<file path="src/rtl/seg_scan_driver.sv">
// seg_scan_driver: two-digit sign/magnitude 7-segment scan stage.
// Define SEG_OVF_BLINK_EN to blink both digits while overflow is shown.
module seg_scan_driver #(
    parameter int REFRESH_DIV = 50000,
    parameter int GUARD       = 2
) (
    input  logic       clk,
    input  logic       rst,
    input  logic       load,
    input  logic [3:0] value_in,
    input  logic       ovf,
    output logic       ready,
    output logic [6:0] seg,
    output logic       an3,
    output logic       an4,
    output logic [3:0] value_q
);

    localparam int MAXL = (REFRESH_DIV > GUARD) ? REFRESH_DIV : GUARD;
    localparam int CW   = (MAXL > 1) ? $clog2(MAXL) : 1;

    localparam logic [CW-1:0] DIG_LAST = CW'(REFRESH_DIV - 1);
    localparam logic [CW-1:0] GAP_LAST = (GUARD > 0) ? CW'(GUARD - 1) : '0;

    localparam logic [1:0] ST_GAP_M    = 2'd0;
    localparam logic [1:0] ST_DIG_MAG  = 2'd1;
    localparam logic [1:0] ST_GAP_S    = 2'd2;
    localparam logic [1:0] ST_DIG_SIGN = 2'd3;

    localparam logic [6:0] SEG_BLANK = 7'h7F;
    localparam logic [6:0] SEG_MINUS = 7'b0111111;

    logic [CW-1:0] presc_q, presc_d;
    logic [1:0]    state_q, state_d;
    logic          tick;
    logic          boundary;

    logic [3:0] shown_q, shown_d;
    logic [3:0] pend_q, pend_d;
    logic       pv_q, pv_d;
    logic [3:0] mag;

    logic [6:0] seg_q, seg_d;
    logic       an3_q, an3_d;
    logic       an4_q, an4_d;
    logic       ready_q, ready_d;
    logic [3:0] disp_q, disp_d;
    logic       blank_all;

    function automatic logic [6:0] glyph(input logic [3:0] m);
        logic [6:0] g;
        case (m)
            4'd0:    g = 7'b1000000;
            4'd1:    g = 7'b1111001;
            4'd2:    g = 7'b0100100;
            4'd3:    g = 7'b0110000;
            4'd4:    g = 7'b0011001;
            4'd5:    g = 7'b0010010;
            4'd6:    g = 7'b0000010;
            4'd7:    g = 7'b1111000;
            4'd8:    g = 7'b0000000;
            default: g = SEG_BLANK;
        endcase
        return g;
    endfunction

    // Prescaler and scan sequencer; zero-length guard gaps are skipped.
    always_comb begin
        logic [CW-1:0] last;
        last = (state_q == ST_GAP_M || state_q == ST_GAP_S)
             ? GAP_LAST : DIG_LAST;
        tick     = (presc_q == last);
        presc_d  = tick ? '0 : presc_q + 1'b1;
        state_d  = state_q;
        boundary = tick && (state_q == ST_DIG_SIGN);
        if (tick) begin
            case (state_q)
                ST_GAP_M:   state_d = ST_DIG_MAG;
                ST_DIG_MAG: state_d = (GUARD == 0) ? ST_DIG_SIGN : ST_GAP_S;
                ST_GAP_S:   state_d = ST_DIG_SIGN;
                default:    state_d = (GUARD == 0) ? ST_DIG_MAG : ST_GAP_M;
            endcase
        end
    end

    // Scan state registers.
    always_ff @(posedge clk or negedge rst) begin
        if (!rst) begin
            presc_q <= '0;
            state_q <= ST_GAP_M;
        end else begin
            presc_q <= presc_d;
            state_q <= state_d;
        end
    end

    // Load handshake: stage off-boundary loads, promote them at the frame edge.
    always_comb begin
        shown_d = shown_q;
        pend_d  = pend_q;
        pv_d    = pv_q;
        if (boundary) begin
            if (load) begin
                shown_d = value_in;
                pv_d    = 1'b0;
            end else if (pv_q) begin
                shown_d = pend_q;
                pv_d    = 1'b0;
            end
        end else if (load) begin
            pend_d = value_in;
            pv_d   = 1'b1;
        end
    end

    // Shown and pending value registers.
    always_ff @(posedge clk or negedge rst) begin
        if (!rst) begin
            shown_q <= 4'd0;
            pend_q  <= 4'd0;
            pv_q    <= 1'b0;
        end else begin
            shown_q <= shown_d;
            pend_q  <= pend_d;
            pv_q    <= pv_d;
        end
    end

`ifdef SEG_OVF_BLINK_EN
    logic       pend_ovf_q, pend_ovf_d;
    logic       shown_ovf_q, shown_ovf_d;
    logic [4:0] fcnt_q, fcnt_d;

    // Overflow flag follows its value; frame counter only runs while shown.
    always_comb begin
        pend_ovf_d  = pend_ovf_q;
        shown_ovf_d = shown_ovf_q;
        fcnt_d      = fcnt_q;
        if (boundary) begin
            if (load) begin
                shown_ovf_d = ovf;
            end else if (pv_q) begin
                shown_ovf_d = pend_ovf_q;
            end
        end else if (load) begin
            pend_ovf_d = ovf;
        end
        if (!shown_ovf_q) begin
            fcnt_d = 5'd0;
        end else if (boundary) begin
            fcnt_d = fcnt_q + 5'd1;
        end
    end

    // Overflow and blink counter registers.
    always_ff @(posedge clk or negedge rst) begin
        if (!rst) begin
            pend_ovf_q  <= 1'b0;
            shown_ovf_q <= 1'b0;
            fcnt_q      <= 5'd0;
        end else begin
            pend_ovf_q  <= pend_ovf_d;
            shown_ovf_q <= shown_ovf_d;
            fcnt_q      <= fcnt_d;
        end
    end

    assign blank_all = fcnt_q[4];
`else
    logic unused_ovf;
    assign unused_ovf = ovf;
    assign blank_all  = 1'b0;
`endif

    assign mag = shown_q[3] ? (~shown_q + 4'd1) : shown_q;

    // Pin values decoded from the current scan slot and shown value.
    always_comb begin
        seg_d   = SEG_BLANK;
        an3_d   = 1'b1;
        an4_d   = 1'b1;
        ready_d = ~pv_q;
        disp_d  = shown_q;
        case (state_q)
            ST_DIG_MAG: begin
                an4_d = 1'b0;
                seg_d = glyph(mag);
            end
            ST_DIG_SIGN: begin
                an3_d = 1'b0;
                seg_d = shown_q[3] ? SEG_MINUS : SEG_BLANK;
            end
            default: begin
                seg_d = SEG_BLANK;
            end
        endcase
        if (blank_all) begin
            an3_d = 1'b1;
            an4_d = 1'b1;
        end
    end

    // Output pin registers.
    always_ff @(posedge clk or negedge rst) begin
        if (!rst) begin
            seg_q   <= SEG_BLANK;
            an3_q   <= 1'b1;
            an4_q   <= 1'b1;
            ready_q <= 1'b1;
            disp_q  <= 4'd0;
        end else begin
            seg_q   <= seg_d;
            an3_q   <= an3_d;
            an4_q   <= an4_d;
            ready_q <= ready_d;
            disp_q  <= disp_d;
        end
    end

    assign seg     = seg_q;
    assign an3     = an3_q;
    assign an4     = an4_q;
    assign ready   = ready_q;
    assign value_q = disp_q;

endmodule

</file>
<file path="config.mk">
export PLATFORM = sky130hd
export DESIGN_NAME = seg_scan_driver
export DESIGN_NICKNAME = d
export VERILOG_FILES = /design/src/rtl/seg_scan_driver.sv
export SDC_FILE = /design/constraint.sdc
export NUM_CORES = 1
export LEC_CHECK = 0
export CAP_MARGIN = 20
export CORE_ASPECT_RATIO = 0.6
export CORE_UTILIZATION = 48
export CTS_BUF_LIST = sky130_fd_sc_hd__clkbuf_4 sky130_fd_sc_hd__clkbuf_8
export CTS_CLUSTER_SIZE = 40
export DETAILED_ROUTE_END_ITERATION = 12
export GPL_ROUTABILITY_DRIVEN = 0
export PLACE_DENSITY = 0.73
export SYNTH_ARGS = -nofsm -noshare
export SYNTH_HDL_FRONTEND = slang
export SYNTH_SLANG_ARGS = --single-unit
export TNS_END_PERCENT = 100
</file>
<file path="constraint.sdc">
create_clock -name clk -period 2.5 [get_ports clk]
set_clock_uncertainty 0.2 [all_clocks]
set_input_delay 0.625 -clock clk [delete_from_list [all_inputs] [get_ports clk]]
set_output_delay 0.625 -clock clk [all_outputs]
set_load 0.02 [all_outputs]
</file>
==> impl_results.md, run 1 <==
* CP endpoint kind: flop
* Leakage power at 1.11 nW
* Post-synth top area share at 40.2%
* Post-DP HPWL at 2.81 mm
* Synth Instances at 175
* Hold buffer count at cts at 0
* Critical Path AT at 2370 ps
* Area contributors post-synth: dfrtp_1 40%, dfstp_2 14%, ha_1 4.5%, mux2_2 4.1%, xnor2_1 3.6%
* DR iter-0 viols at 113
* Clk buf depth at 2
* DRC at 6
* Critical path launch point type: flop
* Synthesized area at 1930 sq um
* Nets@finish at 227
* Worst Path Required at 2480 ps
* Root buffer cell: clkbuf_8
* Met2 GRT Util at 30.3%
* Layout cells sized above 1 at 23.5%
* Initial antenna violation count at 0
* Crit-path max FO at 5
* HP Class: reg -> reg
* Remaining global-route overflow at 0
* Largest area contributor in the netlist: dfrtp_1
* Via density at 5.40
* CORE AREA at 3760 sq um
* Worst vdd ir at 344 uV
* GRT met1 Usage at 29.4%
* Crit Path Class: reg -> reg
* Drt first pass iters at 9
* Final Hold Viols at 0
* PwrDens at 547 nW/um^2
* Worst skew pair latency at 290 ps
* Via count at 1405
* Fin util at 63.5%
* Gr busiest metal: met2
* Final Slew Violations at 0
* EDFF count, synth at 0
* Average size of a mapped cell at 11.0 sq um
* Final period util at 95.6%
* Top FF cell, synth: dfrtp_1
* Failing checks: DRC
* Die Width at 83.9 um
* IO Port Bufs at 20
* Die ar. at 4290 sq um
* # clock sinks at 41
* Largest net degree at the start of global routing at 37
* Fmax at 419 MHz
* Outcome: finished with violations
* Yosys reg bits at 41
* Syn_nets at 190
* CP Buf/Inv Count at 1
* Post-synthesis sequential area ratio at 53.8%
* Worst rel slew slack at 47.7%
* RSZ-0062 raised after global routing: no
* Yosys cell types at 37
* Number of CTS-inserted buffers at 5
* Hold WS at 186 ps
* Routed wire per std cell at 14.7 um
* CP Cell Sequence: inv_1, ha_1, or2_1, nor4_4, a31oi_1, or4_4, mux2_4
* Vias in the first global route at 1366
* H-tree Lvls at 2
* Top Family by Delay on Critical Path: simple AND/OR/NAND/NOR gates
* Total GRT Usage at 20.5%
* Ports at 22
* Worst path max stage delay at 550 ps
* M3 GR Usage at 5.33%
* Max Cap Violations at 0
* Antenna-violating nets left at 0
* Measured slew at the worst slew-check pin at 784 ps
* Slowest library cell on the worst path: or4_4
* Global-route wire length before repair at 6.55 mm
* Area Overhead vs Synth at 23.8%
* Final setup fails at 0
* Fill count at 297
* CTS tree: yes
* Final Routed Wirelength at 3.82 mm
* Row cnt at 17
* Initial Utilization at 51.3%
* Ant diodes at 0
* Synth warn at 0
* DIE HEIGHT at 51.1 um
* Async set-reset flop share out of synthesis at 100%
* Clock slew seen by the registers of the worst setup and hold paths at 80 ps
* Fin crit period at 2390 ps
[placed cells by master, fill, tap and decap left out, types with 6 or more instances in the layout]
master,instances
dfstp_2,10
buf_4,16
xor2_1,7
ha_1,7
nand3_1,13
inv_1,7
a21oi_1,7
clkdlybuf4s50_1,19
nor2_1,17
dfrtp_1,31
mux2_2,7
o21ai_0,7
xnor2_1,8
nand2_1,9
clkbuf_8,6
[synthesized netlist by cell type, types with 3 or more instances]
cell type and count:
ha_1 7, inv_1 7, dfstp_2 10, mux2_2 7, clkbuf_1 3, a21oi_1 7
and3_1 5, xnor2_1 8, nand2_1 9, o21ai_0 7, xor2_1 7, nor4_1 5
mux2i_1 5, nand3_1 13, dfrtp_1 31, nor2_1 17, nand2b_1 3
[layer usage]
layer	vias up	share of wire, %
met5	-	0
met1	688	52
met4	0	0.99
met2	34	43
met3	5	4.4
li1	678	-
[sequential cells by signal, indices dropped and copies added (netlist names)]
signal	count
disp_d	4
ready	1
an3	1
pend_q	4
pv_q	1
value_q	4
presc_q	16
an4	1
seg	7
state_q	2
[timing repair]
action | CTS | global route
buffers inserted | 0 | 2
endpoints found under the setup margin | 3 | 6
resized for setup | 1 | 2
[path summary, 6_finish.rpt]
path | depth (start not counted) | from | slack (ps) | end
max | 7 | state_q[1] | 110 | disp_d[2]
min | 1 | pv_q | 190 | ready
max reg2reg | 7 | state_q[1] | 110 | disp_d[2]
min reg2reg | 1 | pv_q | 190 | ready
max in group asynchronous | 2 | rst | 1230 | seg[0]
min in group asynchronous | 1 | rst | 210 | state_q[0]
[area by class of cell]
class	count	area (sq um)	area share, %
inverters	8	30.0	1.26
repair buffers	36	315	13.2
clock buffers	6	82.6	3.45
well taps	47	58.8	2.46
flip-flops and latches	41	1040	43.4
clock inverters	2	13.8	0.576
multi-input cells	120	852	35.6
[kinds of logic (layout without fill, tap and decap cells)]
logic type                 Yosys count  after routing  share of synthesized area (%)
and+or+nand+nor                     63             63                           16.9
muxes                               14             14                           8.23
adders and majority gates            7              7                           4.54
buffers and inverters               14             52                           3.18
AOI/OAI and AO/OA                   21             21                           6.55
DFF                                 41             41                           53.8
xor gates and xnor gates            15             15                           6.81
[per-stage QoR]
stage               setup TNS (ps)  worst slack, ps  cells  area, sq um  total power, W
detailed placement           -45.8            -23.6    250         2260        0.000868
global placement                 0             47.0    250         2260        0.000863
finish                           0              111    260         2390         0.00131
global route                     0             28.0    260         2390         0.00137
floorplan                        0             93.3    175         1930        0.000793
CTS                              0             51.9    258         2360         0.00132
[where the power goes]
part,switching [W],internal (W)
Clock,0.000228,0.000224
Combinational,0.0000777,0.0000701
Sequential,0.0000109,0.000697
Total,0.000317,0.000991
(Power assumes the default switching activity.)
==> inputs of run 2 (changes only) <==
--- a/config.mk
+++ b/config.mk
@@ -7,6 +7,7 @@
 export LEC_CHECK = 0
 export CAP_MARGIN = 20
 export CORE_ASPECT_RATIO = 0.6
+export CORE_MARGIN = 4
 export CORE_UTILIZATION = 48
 export CTS_BUF_LIST = sky130_fd_sc_hd__clkbuf_4 sky130_fd_sc_hd__clkbuf_8
 export CTS_CLUSTER_SIZE = 40
==> impl_results.md, run 2 (synthesis results as in run 1) <==
* Outcome: complete, no violations
* Fmax at 417 MHz
* Reg2reg path depth at 7
* Final setup TNS at 0 ps
* Post-CTS setup buffers at 0
* Row cnt at 17
* Via count at 1389
* Post-route insts no fill at 257
* Initial Utilization at 51.3%
* Final Slew Violations at 0
* IO Port Bufs at 20
* DR iter-0 viols at 84
* Clk buf depth at 2
* Worst vdd ir at 535 uV
* Worst path max stage delay at 440 ps
* Critical Path AT at 2380 ps
* Max FFs per register at 16
* HP Class: in -> async
* Crit-path max FO at 4
* Comb power frac at 9.6%
* Initial antenna violation count at 0
* Worst rel slew slack at 48.5%
* Global-route wire length before repair at 7.20 mm
* DIE HEIGHT at 57.1 um
* CP endpoint kind: flop
* RSZ-0062 raised after global routing: no
* CORE AREA at 3760 sq um
* Critical path launch point type: flop
* Worst skew pair latency at 300 ps
* Setup crit end: pend_q[1]
* Inst Count DP at 249
* Sw frac at 22.0%
* Fin util at 63.7%
* Top reg by flops: presc_q
* Sequential Power Share at 47.8%
* # clock sinks at 41
* DRC at 0
* Leakage power at 1.11 nW
* Drt first pass iters at 6
* Most common cell after layout, fill and taps aside: dfrtp_1
* Remaining global-route overflow at 0
* Reg2reg end: pend_q[1]
* R2r startpoint: state_q[0]
* Total GRT Usage at 17.9%
* Clock slew seen by the registers of the worst setup and hold paths at 80 ps
* Fin crit period at 2400 ps
* Final period util at 95.8%
* Ports at 22
* Ant diodes at 0
* Antenna-violating nets left at 0
* Die Width at 89.9 um
* Worst Setup SP: state_q[0]
* Area Overhead vs Synth at 24.2%
* H-tree Lvls at 2
* Worst Path Required at 2490 ps
* Post-DP HPWL at 2.96 mm
* CP Cell Sequence: inv_1, ha_1, or2_1, nor4_4, a31oi_1, o31ai_2, mux2_2
* CTS tree: yes
* Most frequent cells in the layout: 30 x dfrtp_1, 19 x clkdlybuf4s50_1, 17 x nor2_1
* Flop2flop setup slack at 100 ps
* Layout cells sized above 1 at 22.9%
* Measured slew at the worst slew-check pin at 773 ps
* Via density at 5.40
* Final Hold Viols at 0
* Crit Path Class: reg -> reg
* NetSw at 0.000327 W
* Die ar. at 5130 sq um
* Pint at 0.00116 W
* PwrDens at 620 nW/um^2
* Clk network pwr share at 42.6%
* Vias in the first global route at 1457
* Number of CTS-inserted buffers at 5
* Nets@finish at 224
* Final setup fails at 0
* Final Routed Wirelength at 4.13 mm
* Root buffer cell: clkbuf_8
* Largest net degree at the start of global routing at 37
* Max Cap Violations at 0
* Slowest library cell on the worst path: o31ai_2
* Routed wire per std cell at 16.1 um
-- run 2: routing by layer --
| metal | share of wire (%) | track usage (%) |
|---|---|---|
| met1 | 48 | 24.9 |
| met2 | 44 | 26.4 |
| met3 | 6.6 | 5.01 |
| met4 | 1.4 | 7.63 |
| met5 | 0 | 0 |
-- run 2: cell type report --
cell class                 instances  area [sq um]
fill                             290          1370
sequential                        41          1040
multi-input combinational        120           843
timing repair buffer              33           293
clock buffer                       5          68.8
clock inverter                     3          65.1
tap                               47          58.8
inverter                           8          30.0
-- run 2: what timing repair did --
item / in CTS / in global routing
pin swaps: 0 / 1
resized for setup: 1 / 2
setup endpoints to repair: 1 / 7
hold buffers: 0 / 0
-- run 2: how the worst min path moves through the flow --
stage            endpoint  slack [ps]  cells past startpoint
2_1_floorplan   disp_d[0]         130                      0
4_1_cts             ready         200                      1
5_1_grt             ready         230                      1
3_3_place_gp        ready         180                      1
6_report       presc_q[4]         200                      1
3_5_place_dp        ready         190                      1
-- run 2: metrics by stage --
step / hold slack, ps / total power, W / cell area, sq um / setup WS (ps)
2_1_floorplan: 129 / 0.000793 / 1930 / 93.3
3_3_place_gp: 179 / 0.000860 / 2250 / 64.4
3_5_place_dp: 192 / 0.000866 / 2250 / -2.02
4_1_cts: 200 / 0.00150 / 2390 / 84.7
5_1_grt: 229 / 0.00157 / 2400 / 12.6
6_report: 195 / 0.00149 / 2400 / 104
-- run 2: critical path, delay by kind of cell (launching register included) --
kind	cells	cell delay, ps
compound gates	2	550
simple gates	2	520
mux	1	400
fa+ha+maj	1	180
buf+inv	1	70
flops	1	360
-- run 2: power groups by stage --
stage                     registers (W)  logic [W]  clock network (W)
after global routing           0.000716   0.000158           0.000693
after detailed placement       0.000724   0.000142                  0
after global placement         0.000722   0.000138                  0
after floorplan                0.000741  0.0000522                  0
after CTS                      0.000711   0.000144           0.000646
final                          0.000711   0.000143           0.000633
